**config.mk**
```make
export PLATFORM = sky130hd
export DESIGN_NAME = segment_capture_decoder
export DESIGN_NICKNAME = d
export VERILOG_FILES = /design/src/rtl/segment_capture_decoder.sv
export SDC_FILE = /design/constraint.sdc
export NUM_CORES = 1
export LEC_CHECK = 0
export ABC_AREA = 0
export CAP_MARGIN = 25
export CORE_MARGIN = 4
export CORE_UTILIZATION = 49
export CTS_CLUSTER_SIZE = 24
export DETAILED_ROUTE_END_ITERATION = 16
export HOLD_SLACK_MARGIN = 0.03
export PLACE_DENSITY = 0.73
export SLEW_MARGIN = 10
export SYNTH_ARGS = -nofsm -noshare
export SYNTH_HDL_FRONTEND = slang
export SYNTH_SLANG_ARGS = --single-unit
```
**constraint.sdc**
```tcl
create_clock -name i_Clk -period 3.39 [get_ports i_Clk]
set_input_delay 0.8475 -clock i_Clk [delete_from_list [all_inputs] [get_ports i_Clk]]
set_output_delay 0.8475 -clock i_Clk [all_outputs]
set_load 0.02 [all_outputs]
```
**src/rtl/segment_capture_decoder.sv**
```systemverilog
// rtl/segment_capture_decoder.sv - debounced seven-segment capture and nibble decoder
// Optional macro SEG_HEX_EN: also recognise the A-F glyphs.
module segment_capture_decoder #(
  parameter int STABLE_CYCLES = 250000
) (
  input  logic       i_Clk,
  input  logic       i_Rst_L,
  input  logic       i_Segment_A,
  input  logic       i_Segment_B,
  input  logic       i_Segment_C,
  input  logic       i_Segment_D,
  input  logic       i_Segment_E,
  input  logic       i_Segment_F,
  input  logic       i_Segment_G,
  output logic [3:0] o_Nibble,
  output logic       o_Valid,
  output logic       o_DV,
  output logic       o_Error,
  output logic [7:0] o_Error_Count
);

  localparam int CW = $clog2(STABLE_CYCLES);
  localparam logic [CW-1:0] COUNT_MAX = CW'(STABLE_CYCLES - 1);

  logic [6:0]    raw;
  logic [6:0]    sync1;
  logic [6:0]    sync2;
  logic [6:0]    candidate;
  logic [6:0]    committed;
  logic [CW-1:0] count;
  logic          commit;
  logic          dec_hit;
  logic [3:0]    dec_val;

  // Lines are active-low; everything downstream works on lit = 1, bit order {G..A}.
  assign raw = ~{i_Segment_G, i_Segment_F, i_Segment_E, i_Segment_D,
                 i_Segment_C, i_Segment_B, i_Segment_A};

  assign commit = (sync2 == candidate) && (count == COUNT_MAX) && (candidate != committed);

  always_comb begin
    dec_hit = 1'b1;
    dec_val = 4'h0;
    case (candidate)
      7'h3F: dec_val = 4'h0;
      7'h06: dec_val = 4'h1;
      7'h5B: dec_val = 4'h2;
      7'h4F: dec_val = 4'h3;
      7'h66: dec_val = 4'h4;
      7'h6D: dec_val = 4'h5;
      7'h7D: dec_val = 4'h6;
      7'h07: dec_val = 4'h7;
      7'h7F: dec_val = 4'h8;
      7'h6F: dec_val = 4'h9;
`ifdef SEG_HEX_EN
      7'h77: dec_val = 4'hA;
      7'h7C: dec_val = 4'hB;
      7'h39: dec_val = 4'hC;
      7'h5E: dec_val = 4'hD;
      7'h79: dec_val = 4'hE;
      7'h71: dec_val = 4'hF;
`endif
      default: dec_hit = 1'b0;
    endcase
  end

  always_ff @(posedge i_Clk) begin
    if (!i_Rst_L) begin
      sync1         <= '0;
      sync2         <= '0;
      candidate     <= '0;
      committed     <= '0;
      count         <= '0;
      o_Nibble      <= 4'h0;
      o_Valid       <= 1'b0;
      o_DV          <= 1'b0;
      o_Error       <= 1'b0;
      o_Error_Count <= 8'h00;
    end else begin
      sync1   <= raw;
      sync2   <= sync1;
      o_DV    <= 1'b0;
      o_Error <= 1'b0;

      if (sync2 != candidate) begin
        candidate <= sync2;
        count     <= '0;
      end else if (count < COUNT_MAX) begin
        count <= count + CW'(1);
      end

      // The candidate != committed term is what stops a held pattern re-committing.
      if (commit) begin
        committed <= candidate;
        if (dec_hit) begin
          o_Nibble <= dec_val;
          o_Valid  <= 1'b1;
          o_DV     <= 1'b1;
        end else if (candidate == 7'h00) begin
          o_Valid <= 1'b0;
        end else begin
          o_Valid <= 1'b0;
          o_Error <= 1'b1;
          if (o_Error_Count != 8'hFF) begin
            o_Error_Count <= o_Error_Count + 8'h01;
          end
        end
      end
    end
  end

endmodule

```
==> flow_metrics.py <==
metrics = {
    "outcome": {
        "status": "finished clean",
    },
    "hold_path": {
        "min_to": "sync2[5]$_SDFF_PN0_",
        "hp-start": "sync1[5]$_SDFF_PN0_",
        "hold_path_depth": 1,
        "hold_class": "flip-flop to flip-flop",
    },
    "placement": {
        "portBuffers": 23,
        "pre_cts_slack_ns": 0.964,
        "routabilityCongestion": 0.841,
        "dp_hpwl_mm": 3.58,
    },
    "floorplanning": {
        "die_x_um": 83.0,
        "io_pins": 24,
        "die_area_um2": 6890,
        "start_util": 0.504,
        "chipHeight_um": 83.0,
        "coreArea_um2": 5470,
        "rows": 27,
    },
    "yosys": {
        "syn_inst": 311,
        "synthTopCellsByCount": "dfxtp_1, nor2_1, nand2_1",
        "syn_avg_cell_area_um2": 8.87,
        "synth_top_area_share": 0.443,
        "syn_nets": 322,
        "synth_top_area_cell": "dfxtp_1",
        "synth.distinct_cells": 42,
        "synthTopCellsByArea": "dfxtp_1, xnor2_1, nor2_1",
        "yosysSeqAreaShare": 0.443,
        "synth_edf_count": 0,
        "async_flop_share": 0,
        "synth_warnings": 0,
        "yosys.cell_count.top_type": "dfxtp_1",
        "ys.flop_type": "dfxtp_1",
        "ys_ff_latch": 61,
        "syn_area_um2": 2760,
    },
    "cts": {
        "clockBufferDepth": 2,
        "cts_root_buf": "clkbuf_8",
        "cts_hold_buf": 0,
        "cts_tree": "built",
        "cts_setup_buffers": 0,
        "numCtsBuffers": 9,
        "clock-sinks": 61,
        "post_cts_resized": 0,
        "worstSkewPairLatency_ns": 0.35,
        "path_clk_slew_ns": 0.07,
        "cts-htree-levels": 3,
    },
    "flow_run": {
        "cap_viol_max_count": 0,
    },
    "worst_setup_path": {
        "r2r-start": "count[0]$_SDFFE_PP0N_",
        "crit_fanout": 15,
        "endpoint_kind": "flip-flop",
        "path_class": "flip-flop to flip-flop",
        "r2r-end": "o_Nibble[3]$_SDFFE_PN0P_",
        "cp.required_ns": 3.63,
        "cp.arrival_ns": 2.70,
        "reg2reg_slack_ns": 0.93,
        "reg2regPathDepth": 7,
        "startpoint_type": "flip-flop",
    },
    "timing": {
        "max_freq_mhz": 406,
        "setup_slack_ns": 0.925,
        "fin_crit_ns": 2.46,
        "hold_slack_ns": 0.435,
        "drv_slew": 0,
        "skew_ns": 0.00726,
        "finalCritPeriodShare": 0.727,
        "worstMarginPinSlew_ns": 0.701,
        "relSlewSlack": 0.532,
        "setup_viol": 0,
        "setup_tns_ns": 0,
        "finalHoldViolations": 0,
        "rsz0062_at_grt": "false",
    },
    "final_layout": {
        "layout.nets": 340,
        "syn_to_final_growth_pct": 17.6,
        "drive_gt1_frac": 0.0838,
        "diodes": 0,
        "utilization": 0.593,
    },
    "power_and_ir_drop": {
        "ir_drop_mv": 0.292,
        "finalPower_mw": 1.52,
        "leakage_nw": 1.21,
        "powerDensity_nw_per_um2": 468,
    },
    "global_routing": {
        "grt_usage": 0.162,
        "grt_pass1_wl_mm": 9.14,
        "grt_max_degree": 30,
        "grt_remaining_overflow": 0,
        "antenna_found_initial": 0,
        "first_global_vias": 2042,
    },
    "drt": {
        "antenna_left": 0,
        "drt_wl_total_mm": 5.29,
        "num_vias": 2193,
        "drtIter0Drc": 74,
        "firstDrtPassIters": 4,
        "drcViolationCount": 0,
        "viasPerCell": 5.40,
        "wl_per_cell_um": 13.0,
    },
}
[power breakdown]
part / switching (mW) / internal (mW)
Sequential: 0.0114 / 0.728
Clock: 0.301 / 0.417
Combinational: 0.0357 / 0.0263
Total: 0.348 / 1.17
[cell usage in the layout (no fill, tap or decap), drive strengths merged, types with 6 or more instances in the layout]
master / n
nand4: 12
inv: 8
nor3: 10
nor2: 40
mux2i: 14
and2: 16
xnor2: 17
dfxtp: 61
clkbuf: 9
nand3: 9
a21oi: 6
nor4: 8
clkdlybuf4s50: 23
nand2: 28
xor2: 14
[kinds of logic after synthesis]
group,after synthesis,share of synthesized area
XOR/XNOR,31,0.0984
AO/OA/AOI/OAI,25,0.0617
adder cells (fa/ha/maj),2,0.00907
AND/OR/NAND/NOR,154,0.304
flip-flops,61,0.443
multiplexers,14,0.0508
buffers and inverters,24,0.0331
[stage by stage]
stage	std cells	instance area [µm²]
global placement	390	3020
CTS	406	3240
floorplan	311	2760
finish	406	3240
detailed placement	390	3020
global route	406	3240
[metal layers]
layer / vias to the layer above / track usage / part of all wire
li1: 1110 / - / -
met1: 1022 / 0.197 / 0.46
met2: 52 / 0.262 / 0.47
met3: 9 / 0.0486 / 0.058
met4: 0 / 0.0773 / 0.020
met5: - / 0 / 0
[worst max-delay path, cell delays in order (launching register included)]
cell,delay [ns]
dfxtp_1,0.41
ha_1,0.25
inv_1,0.06
or4_4,0.58
nor2_8,0.17
nand3_4,0.22
or2_2,0.41
o41ai_1,0.25
[worst max path at each step]
stage,start,cells past startpoint,slack (ns),endpoint
global placement,count[4]$_SDFFE_PP0N_,6,1.0,o_Nibble[2]$_SDFFE_PN0P_
finish,count[0]$_SDFFE_PP0N_,7,0.93,o_Nibble[3]$_SDFFE_PN0P_
floorplan,count[4]$_SDFFE_PP0N_,6,1.22,o_Nibble[1]$_SDFFE_PN0P_
CTS,count[0]$_SDFFE_PP0N_,7,0.92,o_Nibble[3]$_SDFFE_PN0P_
global route,candidate[5]$_SDFFE_PN0P_,6,0.76,o_Error_Count[0]$_SDFFE_PN0P_
detailed placement,count[0]$_SDFFE_PP0N_,7,0.96,o_Nibble[1]$_SDFFE_PN0P_
[area by class of cell]
cell class | count | area, µm²
multi-input combinational | 226 | 1450
fill | 487 | 2230
timing repair buffer | 24 | 238
sequential | 61 | 1220
clock buffer | 9 | 124
tap | 72 | 90.1
clock inverter | 7 | 98.8
inverter | 7 | 26.3
[flip-flops by register name (all words and copies together), names as in the netlist]
signal / cells
count: 18
o_Error_Count: 8
candidate: 7
committed: 7
sync1: 7
sync2: 7
o_Nibble: 4
o_DV: 1
o_Error: 1
o_Valid: 1
No activity file was read; power rests on OpenSTA's default activity.
